==> src/rtl/div_seq_ctrl.sv <==
// div_seq_ctrl: signed byte-stream sequencer wrapped around an unsigned restoring divider.
// Optional macro DIV_TRIVIAL_BYPASS_EN skips the divider when |divisor|==1 or dividend==0.
module div_seq_ctrl #(
    parameter int TIMEOUT_CYC = 16,
    parameter int CNT_W       = 5
) (
    input  logic       clk,
    input  logic       rst,
    input  logic [7:0] in_data,
    input  logic       in_valid,
    output logic       in_ready,
    output logic       div_start,
    output logic [7:0] div_a,
    output logic [7:0] div_b,
    input  logic [7:0] div_q,
    input  logic [7:0] div_r,
    input  logic       div_done,
    output logic [7:0] res_q,
    output logic [7:0] res_r,
    output logic [1:0] res_err,
    output logic       out_valid,
    input  logic       out_ready
);
    typedef enum logic [2:0] {S_IDLE, S_LOAD_B, S_CHECK, S_WAIT, S_FIX, S_OUT} state_t;

    localparam logic [1:0] ERR_OK   = 2'b00;
    localparam logic [1:0] ERR_DIV0 = 2'b01;
    localparam logic [1:0] ERR_OPND = 2'b10;
    localparam logic [1:0] ERR_TMO  = 2'b11;
    // WAIT lasts TIMEOUT_CYC cycles; the last one is where the counter reaches the limit.
    localparam logic [CNT_W-1:0] CNT_LAST = CNT_W'(TIMEOUT_CYC - 1);

    state_t           state_q, state_d;
    logic             s1_q, s1_d, s2_q, s2_d;
    logic             bad_q, bad_d;
    logic [7:0]       mag_a_q, mag_a_d, mag_b_q, mag_b_d;
    logic [7:0]       quo_q, quo_d, rem_q, rem_d;
    logic [7:0]       rq_q, rq_d, rr_q, rr_d;
    logic [1:0]       err_q, err_d;
    logic [CNT_W-1:0] cnt_q, cnt_d;
    logic             xfer;

    function automatic logic [7:0] neg8(input logic [7:0] v);
        return ~v + 8'd1;
    endfunction

    function automatic logic [7:0] mag8(input logic [7:0] v);
        return v[7] ? neg8(v) : v;
    endfunction

    assign in_ready  = (state_q == S_IDLE) || (state_q == S_LOAD_B);
    assign out_valid = (state_q == S_OUT);
    assign xfer      = in_valid && in_ready;
    assign div_a     = mag_a_q;
    assign div_b     = mag_b_q;
    assign res_q     = rq_q;
    assign res_r     = rr_q;
    assign res_err   = err_q;

    always_comb begin
        state_d   = state_q;
        s1_d      = s1_q;
        s2_d      = s2_q;
        bad_d     = bad_q;
        mag_a_d   = mag_a_q;
        mag_b_d   = mag_b_q;
        quo_d     = quo_q;
        rem_d     = rem_q;
        rq_d      = rq_q;
        rr_d      = rr_q;
        err_d     = err_q;
        cnt_d     = cnt_q;
        div_start = 1'b0;
        case (state_q)
            S_IDLE: begin
                if (xfer) begin
                    s1_d    = in_data[7];
                    mag_a_d = mag8(in_data);
                    bad_d   = (in_data == 8'h80);
                    state_d = S_LOAD_B;
                end
            end
            S_LOAD_B: begin
                if (xfer) begin
                    s2_d    = in_data[7];
                    mag_b_d = mag8(in_data);
                    bad_d   = bad_q || (in_data == 8'h80);
                    state_d = S_CHECK;
                end
            end
            S_CHECK: begin
                if (bad_q) begin
                    err_d   = ERR_OPND;
                    rq_d    = 8'd0;
                    rr_d    = 8'd0;
                    state_d = S_OUT;
                end else if (mag_b_q == 8'd0) begin
                    err_d   = ERR_DIV0;
                    rq_d    = 8'd0;
                    rr_d    = 8'd0;
                    state_d = S_OUT;
`ifdef DIV_TRIVIAL_BYPASS_EN
                end else if (mag_b_q == 8'd1) begin
                    quo_d   = mag_a_q;
                    rem_d   = 8'd0;
                    state_d = S_FIX;
                end else if (mag_a_q == 8'd0) begin
                    quo_d   = 8'd0;
                    rem_d   = 8'd0;
                    state_d = S_FIX;
`endif
                end else begin
                    div_start = 1'b1;
                    cnt_d     = '0;
                    state_d   = S_WAIT;
                end
            end
            S_WAIT: begin
                cnt_d = cnt_q + CNT_W'(1);
                if (div_done) begin
                    quo_d   = div_q;
                    rem_d   = div_r;
                    state_d = S_FIX;
                end else if (cnt_q == CNT_LAST) begin
                    err_d   = ERR_TMO;
                    rq_d    = 8'd0;
                    rr_d    = 8'd0;
                    state_d = S_OUT;
                end
            end
            S_FIX: begin
                // Truncated division: remainder follows the dividend's sign.
                rq_d    = (s1_q ^ s2_q) ? neg8(quo_q) : quo_q;
                rr_d    = s1_q ? neg8(rem_q) : rem_q;
                err_d   = ERR_OK;
                state_d = S_OUT;
            end
            S_OUT: begin
                if (out_ready) state_d = S_IDLE;
            end
            default: state_d = S_IDLE;
        endcase
    end

    always_ff @(posedge clk or negedge rst) begin
        if (!rst) begin
            state_q <= S_IDLE;
            s1_q    <= 1'b0;
            s2_q    <= 1'b0;
            bad_q   <= 1'b0;
            mag_a_q <= 8'd0;
            mag_b_q <= 8'd0;
            quo_q   <= 8'd0;
            rem_q   <= 8'd0;
            rq_q    <= 8'd0;
            rr_q    <= 8'd0;
            err_q   <= ERR_OK;
            cnt_q   <= '0;
        end else begin
            state_q <= state_d;
            s1_q    <= s1_d;
            s2_q    <= s2_d;
            bad_q   <= bad_d;
            mag_a_q <= mag_a_d;
            mag_b_q <= mag_b_d;
            quo_q   <= quo_d;
            rem_q   <= rem_d;
            rq_q    <= rq_d;
            rr_q    <= rr_d;
            err_q   <= err_d;
            cnt_q   <= cnt_d;
        end
    end
endmodule

==> config.mk <==
export PLATFORM = sky130hd
export DESIGN_NAME = div_seq_ctrl
export DESIGN_NICKNAME = d
export VERILOG_FILES = /design/src/rtl/div_seq_ctrl.sv
export SDC_FILE = /design/constraint.sdc
export NUM_CORES = 1
export LEC_CHECK = 0
export CAP_MARGIN = 20
export CORE_MARGIN = 4
export CORE_UTILIZATION = 54
export CTS_CLUSTER_SIZE = 10
export DETAILED_ROUTE_END_ITERATION = 12
export HOLD_SLACK_MARGIN = 0.03
export PLACE_DENSITY = 0.95
export SYNTH_ARGS = -nofsm -noshare
export SYNTH_HDL_FRONTEND = slang
export SYNTH_SLANG_ARGS = --single-unit
==> constraint.sdc <==
create_clock -name clk -period 3 [get_ports clk]
set_clock_uncertainty 0.1 [all_clocks]
set_input_delay 0.75 -clock clk [delete_from_list [all_inputs] [get_ports clk]]
set_output_delay 0.75 -clock clk [all_outputs]
set_load 0.02 [all_outputs]
==> flow_summary_export.csv <==
group,metric,value,unit
floorplanning,start_util,0.5653,
floorplanning,num_rows,26,
outcome,status,"complete, no violations",
hold_path,hp-class,"primary input to async pin",
sta,setup_violations,0,
floorplanning,core_area,5172,µm²
sta,rsz0062_at_grt,"no",
clock_network,cts-root-buf,"clkbuf_8",
detailed_routing,ant_nets,0,
synthesis,async_reset_ff_frac,1.000,
synthesis,synthFlopType,"dfrtp_1",
sta,min_period,2.807,ns
floorplanning,num_io_pins,66,
synthesis,synth_common_cells,"61 x dfrtp_1, 29 x nand2_1, 26 x o21ai_0",
power,p_per_area,1055,nW/µm²
worst_setup_path,critPathLaunch,"div_b[1]$_DFFE_PN0P_",
sta,clock.fmax,356.3,MHz
worst_setup_path,regToRegSetupSlack,0.69,ns
synthesis,syn_nets,294,
worst_setup_path,crit_type,"flop to primary output",
global_route,grt-ovfl-total,0,
power,p_leak,1.670,nW
cells_and_area,antennaDiodeCount,0,
cells_and_area,fin_util,0.7334,
power,irDropWorstVdd,0.6366,mV
sta,hold_violations,0,
worst_setup_path,worst_ep_required_time,2.15,ns
synthesis,synth_area_leaders,"dfrtp_1 52%, mux2_2 7.7%, a22o_1 5.1%",
synthesis,yosysTopAreaCellShare,0.5220,
synthesis,yosysMostFrequentCell,"dfrtp_1",
worst_setup_path,r2r-start,"cnt_q[0]$_DFFE_PN0P_",
detailed_routing,via_per_inst,5.749,
detailed_routing,drt_iter0_markers,116,
cells_and_area,area.growth.synth_to_final,29.74,%
detailed_routing,num_vias,2317,
synthesis,ys_ff_latch,61,
synthesis,yosys.area.top_type,"dfrtp_1",
floorplanning,die_x,81.59,µm
clock_network,clk-insertion-delay-late,0.34,ns
worst_setup_path,crit_path_start_kind,"flop",
worst_setup_path,crit_arrival,1.96,ns
clock_network,cts.htree.levels,3,
cells_and_area,drive_above_1_share,0.1381,
detailed_routing,wl,6819,µm
cells_and_area,fin_nets,363,
sta,maxSlewViolCount,0,
floorplanning,die_h,81.59,µm
synthesis,ys_seq_area_frac,0.5220,
clock_network,cts_max_path_buffers,2,
global_route,grt_first_pass_wirelength,11140,µm
floorplanning,die_area,6656,µm²
worst_setup_path,r2r_end,"res_err[1]$_DFFE_PN0P_",
global_route,grt_use_total,0.2223,
worst_setup_path,end_kind,"primary output",
sta,period_share,0.9355,
sta,tns,0,ns
detailed_routing,drt_pass1_iterations,4,
clock_network,numCtsBuffers,9,
cells_and_area,fillers,342,
detailed_routing,drc,0,
global_route,grt_pass1_vias,2325,
detailed_routing,drt-wirelength-per-cell,16.92,µm
synthesis,ys_warn_count,0,
run,maxCapViolations,0,
sta,tightest_slew,0.7742,ns
clock_network,cts_sinks,61,
worst_setup_path,r2r_cells,6,
synthesis,synth-edff-count,0,
sta,max_slew_margin,0.4839,
worst_setup_path,critPathMaxFanout,3,
synthesis,syn_inst,260,
synthesis,avgSynthCellArea,11.25,µm²
placed_design,io_buffer_count,65,
clock_network,cts_setup_buffers,0,
global_route,grt_start_max_net_pins,29,
power,power.total,4.004,mW
placed_design,dp_hpwl,4872,µm
clock_network,clkTransAtPathRegs,0.06,ns
synthesis,synth_area,2924,µm²
global_route,antenna_found_initial,0,
placed_design,gp_congestion,0.8062,
synthesis,synth_cell_type_count,41,
clock_network,ctsResizeCount,0,
clock_network,cts_tree,"done",
clock_network,ctsHoldBuffers,0,
[worst max path at each step]
stage	to	slack (ns)	cells past startpoint
3_5_place_dp	div_a[7]$_DFFE_PN0P_	0.42	5
2_1_floorplan	div_start	0.92	3
4_1_cts	div_start	0.06	4
5_1_grt	div_start	0.10	4
3_3_place_gp	div_start	0.46	4
6_report	div_start	0.19	4
[registers in the layout (all words and copies together) (netlist names)]
register	count
cnt_q	5
s1_q	1
res_err	2
bad_q	1
div_b	8
quo_q	8
div_a	8
rem_q	8
res_r	8
s2_q	1
res_q	8
state_q	3
[layout by cell type, fill, tap and decap left out, types with 4 or more instances in the layout]
cell and instances:
a21o_1 5, a21oi_1 7, a22o_1 17, buf_4 4, clkbuf_8 10, clkdlybuf4s50_1 64, dfrtp_1 61, ha_1 5
inv_1 11, mux2_2 20, nand2_1 29, nand3_1 4, nor2_1 8, nor3_1 5, o21ai_0 26, xnor2_1 8
xor2_1 10
[per-layer routing]
metal / track usage / share of wire
met2: 0.3754 / 0.50
met1: 0.2739 / 0.42
met4: 0.09302 / 0.017
met3: 0.05154 / 0.059
met5: 0 / 0
[cell type report]
cell class / instances / area, µm² / area share
Tap cell: 70 / 87.58 / 0.02309
Timing Repair Buffer: 69 / 675.6 / 0.1781
Inverter: 11 / 41.29 / 0.01088
Multi-Input combinational cell: 177 / 1304 / 0.3437
Clock buffer: 13 / 148.9 / 0.03925
Sequential cell: 61 / 1526 / 0.4024
Clock inverter: 2 / 10.01 / 0.002639
[report_power, final]
part	switching, mW	leakage, nW	internal [mW]
clock network	0.300	0.0833	0.316
registers	0.359	0.764	1.17
logic	0.941	0.823	0.920
[cell families (layout without fill, tap and decap cells)]
logic type,after synthesis,count (layout),share of synthesized area
compound gates,67,67,0.1669
simple gates,65,65,0.1155
flops,61,61,0.5220
mux,22,22,0.08387
buf+inv,22,95,0.03637
xor+xnor,18,18,0.05391
fa+ha+maj,5,5,0.02139
[stage by stage]
| step | hold WS, ns | setup WS, ns | area, µm² | std cells |
|---|---|---|---|---|
| final | 0.1630 | 0.1934 | 3794 | 403 |
| after global routing | 0.1693 | 0.1039 | 3794 | 403 |
| after CTS | 0.1551 | 0.06475 | 3781 | 403 |
| after detailed placement | 0.3740 | 0.4168 | 3622 | 388 |
| after global placement | 0.3660 | 0.4607 | 3622 | 388 |
| after floorplan | 0.3544 | 0.9191 | 2924 | 260 |
[critical path: stages, from the launching register on]
cell and delay, ns:
dfrtp_1 0.41, nor4_2 0.35, a21o_1 0.24, nor3_1 0.07
clkdlybuf4s50_1 0.54
Power figures use the tool's default switching activity.
